`config.mk`:
```
export PLATFORM = sky130hd
export DESIGN_NAME = ahbl_req_master
export DESIGN_NICKNAME = d
export VERILOG_FILES = /design/src/rtl/ahbl_req_master.sv
export SDC_FILE = /design/constraint.sdc
export NUM_CORES = 1
export LEC_CHECK = 0
export ABC_CLOCK_PERIOD_IN_PS = 1400
export CORE_ASPECT_RATIO = 2
export CORE_MARGIN = 10
export CORE_UTILIZATION = 39
export DETAILED_ROUTE_END_ITERATION = 8
export PLACE_DENSITY = 0.83
export SETUP_SLACK_MARGIN = 0.4
export SLEW_MARGIN = 20
export SYNTH_ARGS = -nofsm -noshare
export SYNTH_HDL_FRONTEND = slang
export SYNTH_SLANG_ARGS = --single-unit
export TNS_END_PERCENT = 1
```
`constraint.sdc`:
```
create_clock -name clk -period 1.4 [get_ports clk]
set_input_delay 0.21 -clock clk [delete_from_list [all_inputs] [get_ports clk]]
set_output_delay 0.21 -clock clk [all_outputs]
set_load 0.03 [all_outputs]
```
`src/rtl/ahbl_req_master.sv`:
```
// AHB-lite single-transfer master: one address-phase slot (A) and one data-phase
// slot (D), in-order one-cycle response pulses, two-cycle ERROR handling.
module ahbl_req_master #(
  parameter int W_ADDR = 32,
  parameter int W_DATA = 32
) (
  input  logic              clk,
  input  logic              rst_n,

  input  logic              req_valid,
  output logic              req_ready,
  input  logic              req_write,
  input  logic [W_ADDR-1:0] req_addr,
  input  logic [1:0]        req_size,
  input  logic [W_DATA-1:0] req_wdata,

  output logic              rsp_valid,
  output logic [W_DATA-1:0] rsp_rdata,
  output logic              rsp_err,

  output logic [W_ADDR-1:0] ahblm_haddr,
  output logic              ahblm_hwrite,
  output logic [1:0]        ahblm_htrans,
  output logic [2:0]        ahblm_hsize,
  output logic [2:0]        ahblm_hburst,
  output logic [3:0]        ahblm_hprot,
  output logic              ahblm_hmastlock,
  output logic [W_DATA-1:0] ahblm_hwdata,
  input  logic              ahblm_hready,
  input  logic              ahblm_hresp,
  input  logic [W_DATA-1:0] ahblm_hrdata
);

  typedef enum logic [1:0] {
    HTRANS_IDLE   = 2'b00,
    HTRANS_NONSEQ = 2'b10
  } htrans_e;

  // A slot
  logic              a_valid_q, a_valid_d;
  logic              a_write_q, a_write_d;
  logic [W_ADDR-1:0] a_addr_q,  a_addr_d;
  logic [2:0]        a_size_q,  a_size_d;
  logic [W_DATA-1:0] a_wdata_q, a_wdata_d;

  // D slot
  logic              d_valid_q, d_valid_d;
  logic              d_write_q, d_write_d;
  logic [W_DATA-1:0] hwdata_q,  hwdata_d;

  logic              err_mask_q, err_mask_d;

  logic              rsp_valid_q, rsp_valid_d;
  logic [W_DATA-1:0] rsp_rdata_q, rsp_rdata_d;
  logic              rsp_err_q,   rsp_err_d;

  logic              accept;
  logic              advance;

  assign req_ready = !err_mask_q && (!a_valid_q || ahblm_hready);

  always_comb begin
    accept  = req_valid && req_ready;
    advance = a_valid_q && !err_mask_q && ahblm_hready;

    a_valid_d   = a_valid_q;
    a_write_d   = a_write_q;
    a_addr_d    = a_addr_q;
    a_size_d    = a_size_q;
    a_wdata_d   = a_wdata_q;
    d_valid_d   = d_valid_q;
    d_write_d   = d_write_q;
    hwdata_d    = hwdata_q;
    rsp_valid_d = 1'b0;
    rsp_rdata_d = rsp_rdata_q;
    rsp_err_d   = rsp_err_q;

    // Mask only the first ERROR cycle, so the pending A transfer is cancelled once.
    err_mask_d = d_valid_q && ahblm_hresp && !ahblm_hready && !err_mask_q;

    if (ahblm_hready) begin
      if (d_valid_q) begin
        rsp_valid_d = 1'b1;
        rsp_rdata_d = d_write_q ? '0 : ahblm_hrdata;
        rsp_err_d   = ahblm_hresp;
      end
      d_valid_d = advance;
      if (advance) begin
        d_write_d = a_write_q;
        hwdata_d  = a_wdata_q;
      end
    end

    if (accept) begin
      a_valid_d = 1'b1;
      a_write_d = req_write;
      a_addr_d  = req_addr;
      a_size_d  = (req_size == 2'd3) ? 3'b010 : {1'b0, req_size};
      a_wdata_d = req_wdata;
    end else if (advance) begin
      a_valid_d = 1'b0;
    end
  end

  always_ff @(posedge clk or negedge rst_n) begin
    if (!rst_n) begin
      a_valid_q   <= 1'b0;
      a_write_q   <= 1'b0;
      a_addr_q    <= '0;
      a_size_q    <= '0;
      a_wdata_q   <= '0;
      d_valid_q   <= 1'b0;
      d_write_q   <= 1'b0;
      hwdata_q    <= '0;
      err_mask_q  <= 1'b0;
      rsp_valid_q <= 1'b0;
      rsp_rdata_q <= '0;
      rsp_err_q   <= 1'b0;
    end else begin
      a_valid_q   <= a_valid_d;
      a_write_q   <= a_write_d;
      a_addr_q    <= a_addr_d;
      a_size_q    <= a_size_d;
      a_wdata_q   <= a_wdata_d;
      d_valid_q   <= d_valid_d;
      d_write_q   <= d_write_d;
      hwdata_q    <= hwdata_d;
      err_mask_q  <= err_mask_d;
      rsp_valid_q <= rsp_valid_d;
      rsp_rdata_q <= rsp_rdata_d;
      rsp_err_q   <= rsp_err_d;
    end
  end

  assign ahblm_haddr     = a_addr_q;
  assign ahblm_hwrite    = a_write_q;
  assign ahblm_hsize     = a_size_q;
  assign ahblm_htrans    = (a_valid_q && !err_mask_q) ? HTRANS_NONSEQ : HTRANS_IDLE;
  assign ahblm_hburst    = 3'b000;
  assign ahblm_hprot     = 4'b0011;
  assign ahblm_hmastlock = 1'b0;
  assign ahblm_hwdata    = hwdata_q;

  assign rsp_valid = rsp_valid_q;
  assign rsp_rdata = rsp_rdata_q;
  assign rsp_err   = rsp_err_q;

endmodule

```
==> reports/results.env <==
YOSYSTOPAREACELLSHARE=0.647
DIEHEIGHT_UM=185
AVGSYNTHCELLAREA_UM2=14.0
SYNTHDOMINANTAREACELLTYPE='sky130_fd_sc_hd__dfrtp_1'
DOMINANTREGCELLSYNTH='sky130_fd_sc_hd__dfrtp_1'
FMAX_MHz=639
OVERFLOW=0
CTS_ROOT_BUFFER='sky130_fd_sc_hd__clkbuf_16'
CORE_REGION_AREA_MM2=0.0134
P_SW_mW=7.00
TIMING.CRITICAL_PATH.TO='a_wdata_q[13]'
TIMING_MAX_TRANSITION_VIOLATIONS_FINAL=0
REG2REG_TO='a_wdata_q[13]'
DP_HPWL_MM=11.2
TIMING.FINAL.CRIT_PERIOD_PS=1570
NETLIST-CELL-TYPE-COUNT=17
REQUIRED_PS=1680
CLK_PIN_SLEW_WORST_PATHS_PS=60
FIN_SKEW_PS=9.63
MAXCAPVIOLCOUNT=0
DRT-WIRELENGTH-PER-CELL_UM=19.6
POWER_DENSITY_mW_PER_MM2=2290
CLOCK_GROUP_SHARE_OF_TOTAL_POWER=0.235
COMB_POWER_SHARE=0.428
YOSYS.CELL_COUNT.TOP_TYPE='sky130_fd_sc_hd__dfrtp_1'
FINALHOLDVIOLATIONS=0
TIMING.CRITICAL_PATH.ARRIVAL_PS=1850
SETUP_REPAIR_AFTER_GLOBAL_ROUTING_MISSED_ITS_MARGIN='true'
START_KIND='flop'
ANTENNA_FOUND_INITIAL=0
ROUTE.FINAL.WIRE_LENGTH_MM=15.0
STDCELL_AREA_MM2=0.00860
CTS_TREE='done'
YS.WARNINGS.COUNT=0
POWER.STATIC_LEAKAGE_nW=3.89
POST_DP_CELL_AREA_MM2=0.00768
SYNTH_AREA_MM2=0.00530
NETLIST_TOP_CELLS_AREA='sky130_fd_sc_hd__dfrtp_1, sky130_fd_sc_hd__mux2_2, sky130_fd_sc_hd__mux2_1, sky130_fd_sc_hd__nand2b_1, sky130_fd_sc_hd__o21ai_0'
NNETSFINAL=704
HTREE_LEVELS=4
PEAKVDDDROP_V=0.00167
PORT-BUFFER-COUNT=206
POST_ROUTE_CELLS_DRIVE_ABOVE_1_SHARE=0.422
ROUTE.VIAS.TOTAL=3679
YS_SEQ_ELEMENTS=137
FULL_DIE_AREA_MM2=0.0189
CLKSINKCOUNT=137
FINAL_ANTENNA_NET_COUNT=0
AVGVIACOUNTPERCELL=4.80
AREA_DELTA_SYNTH_FINAL_PCT=62.2
GRT_START_MAX_NET_PINS=39
FIRST_GLOBAL_VIAS=4155
YOSYSSEQAREASHARE=0.647
CLOCK_PATH_BUFFERS=2
INTERNAL_POWER_mW=12.7
CTS_INSERTED_BUFFERS=17
FINISH.UTILIZATION=0.643
FF2FF_PATH_DEPTH=6
SETUP.WORST_PATH.CLASS='reg -> reg'
PIN_COUNT=217
LAYOUT.FILLER_CELLS=995
DIEWIDTH_UM=102
CRIT_FANOUT=8
FLOORPLAN.INITIALDENSITY=0.397
SYNTH_TOP_CELLS_BY_COUNT='sky130_fd_sc_hd__dfrtp_1, sky130_fd_sc_hd__mux2_2, sky130_fd_sc_hd__nand2_1, sky130_fd_sc_hd__o21ai_0, sky130_fd_sc_hd__nand2b_1'
PERIOD_UTILISATION_LAYOUT=1.12
DRT_ITER0_DRC=77
FRACTION_OF_POWER_SPENT_SWITCHING_NETS=0.356
PLACE_WS_PS=-520
GP_CONGESTION=0.760
GRT_FIRST_PASS_WIRELENGTH_MM=22.9
SYNTH_ENABLE_FLOP_CELLS=0
HOLD_PATH.CLASS='in -> async'
INSERTEDDIODECOUNT=0
SYNTH_ASYNC_SR_FLOP_SHARE=1.00
FINAL.SETUP.WORST_SLACK_PS=-165
FAILING_CHECKS='setup timing'
FINAL_CELLS=766
CRIT_START='a_valid_q'
SETUP_VIOL=97
DRT_PRE_ANTENNA_ITERS=4
CP-END-KIND='flop'
RESULT_OF_THE_RUN='complete, but fails checks'
WORSTREG2REGSTART='a_valid_q'
GLOBAL_ROUTE.USAGE.TOTAL=0.158
PLACED_CELLS_INCL_TAPS=730
DRT_DRC_VIOLATIONS_LEFT=0
INSERTION_DELAY_PS=400
CORE_ROWS=60
SYN-INSTANCE-COUNT=378
R2R_SETUP_SLACK_PS=-170
POWER.SEQUENTIAL.FRACTION=0.336
[layer usage]
metal | global-route usage | up-vias | share of wire
met5 | 0 | - | 0
met4 | 0.0488 | 0 | 0.018
met3 | 0.0679 | 18 | 0.091
met2 | 0.289 | 143 | 0.56
met1 | 0.152 | 1823 | 0.33
li1 | - | 1695 | -
[state kept, by name, summed over array words and instances (netlist names), 2 cells and up]
name	count
ahblm_hsize	2
ahblm_hwdata	32
ahblm_haddr	32
a_wdata_q	32
rsp_rdata	32
[layout by cell type, fill, tap and decap left out, types with 2 or more instances in the layout]
cell type | Yosys | layout
sky130_fd_sc_hd__dfrtp_2 | 0 | 2
sky130_fd_sc_hd__o21ai_0 | 33 | 26
sky130_fd_sc_hd__bufinv_16 | 0 | 4
sky130_fd_sc_hd__nor2b_4 | 0 | 2
sky130_fd_sc_hd__inv_1 | 2 | 2
sky130_fd_sc_hd__buf_12 | 0 | 9
sky130_fd_sc_hd__nand2b_1 | 32 | 32
sky130_fd_sc_hd__nand2_1 | 34 | 33
sky130_fd_sc_hd__o21ai_1 | 0 | 7
sky130_fd_sc_hd__dfrtp_1 | 137 | 135
sky130_fd_sc_hd__buf_4 | 11 | 8
sky130_fd_sc_hd__clkinvlp_4 | 0 | 4
sky130_fd_sc_hd__mux2_2 | 82 | 68
sky130_fd_sc_hd__buf_6 | 2 | 103
sky130_fd_sc_hd__conb_1 | 2 | 10
sky130_fd_sc_hd__clkdlybuf4s50_1 | 0 | 102
sky130_fd_sc_hd__clkbuf_16 | 0 | 18
sky130_fd_sc_hd__mux2_4 | 0 | 33
[how the worst min path moves through the flow]
stage,startpoint,endpoint,slack [ps],depth (start not counted)
2_1_floorplan,rst_n,a_valid_q,-90,0
3_3_place_gp,rst_n,rsp_rdata[12],130,1
3_5_place_dp,rst_n,rsp_rdata[12],140,1
4_1_cts,rst_n,rsp_rdata[12],270,2
5_1_grt,rst_n,rsp_rdata[11],310,2
6_report,rst_n,rsp_rdata[12],280,2
[timing repair]
action / CTS / global route
pin swaps: 2 / 0
cloned: 1 / 1
hold buffers: 1 / 0
buffers inserted: 3 / 0
endpoints found under the hold margin: 31 / 0
setup endpoints to repair: 238 / 239
gates resized for setup: 686 / 46
[cell type report]
cell class	count	area [µm²]	share of cell area
Clock inverter	11	173	0.0201
Inverter	2	7.51	0.000873
Timing Repair Buffer	225	2480	0.289
Sequential cell	137	3430	0.399
Clock buffer	19	443	0.0515
Tap cell	155	194	0.0226
Multi-Input combinational cell	217	1870	0.217
[critical path: stages, from the launching register on]
cell                        delay [ps]
sky130_fd_sc_hd__dfrtp_1           370
sky130_fd_sc_hd__nor2b_4           140
sky130_fd_sc_hd__nor3b_4           180
sky130_fd_sc_hd__buf_6             150
sky130_fd_sc_hd__buf_6             120
sky130_fd_sc_hd__clkbuf_16         150
sky130_fd_sc_hd__mux2_2            340
[metrics by stage]
step	hold WS (ps)	setup TNS (ps)	total power, mW
global placement	134	-45120	14.2
detailed placement	139	-46950	14.5
CTS	268	-9840	19.7
finish	283	-9180	19.7
floorplan	-85.6	-5540	10.7
global route	311	-14720	20.6
[cells by family (layout without fill, tap and decap cells)]
group                  after synthesis  count (layout)  synth area share
DFF                                137             137             0.647
muxes                              101             101             0.214
and+or+nand+nor                     72              72            0.0701
AOI/OAI and AO/OA                   34              34            0.0326
buffers and inverters               32             257            0.0349
other                                2              10           0.00142
[power groups by stage]
stage | registers (mW) | clock network [mW] | logic (mW)
after floorplan | 8.59 | 0 | 2.14
after global placement | 6.29 | 0 | 7.87
after detailed placement | 6.42 | 0 | 8.05
after CTS | 6.59 | 4.75 | 8.39
after global routing | 6.80 | 4.92 | 8.87
final | 6.61 | 4.63 | 8.42
Note: power is estimated with default switching activity, not from simulation.
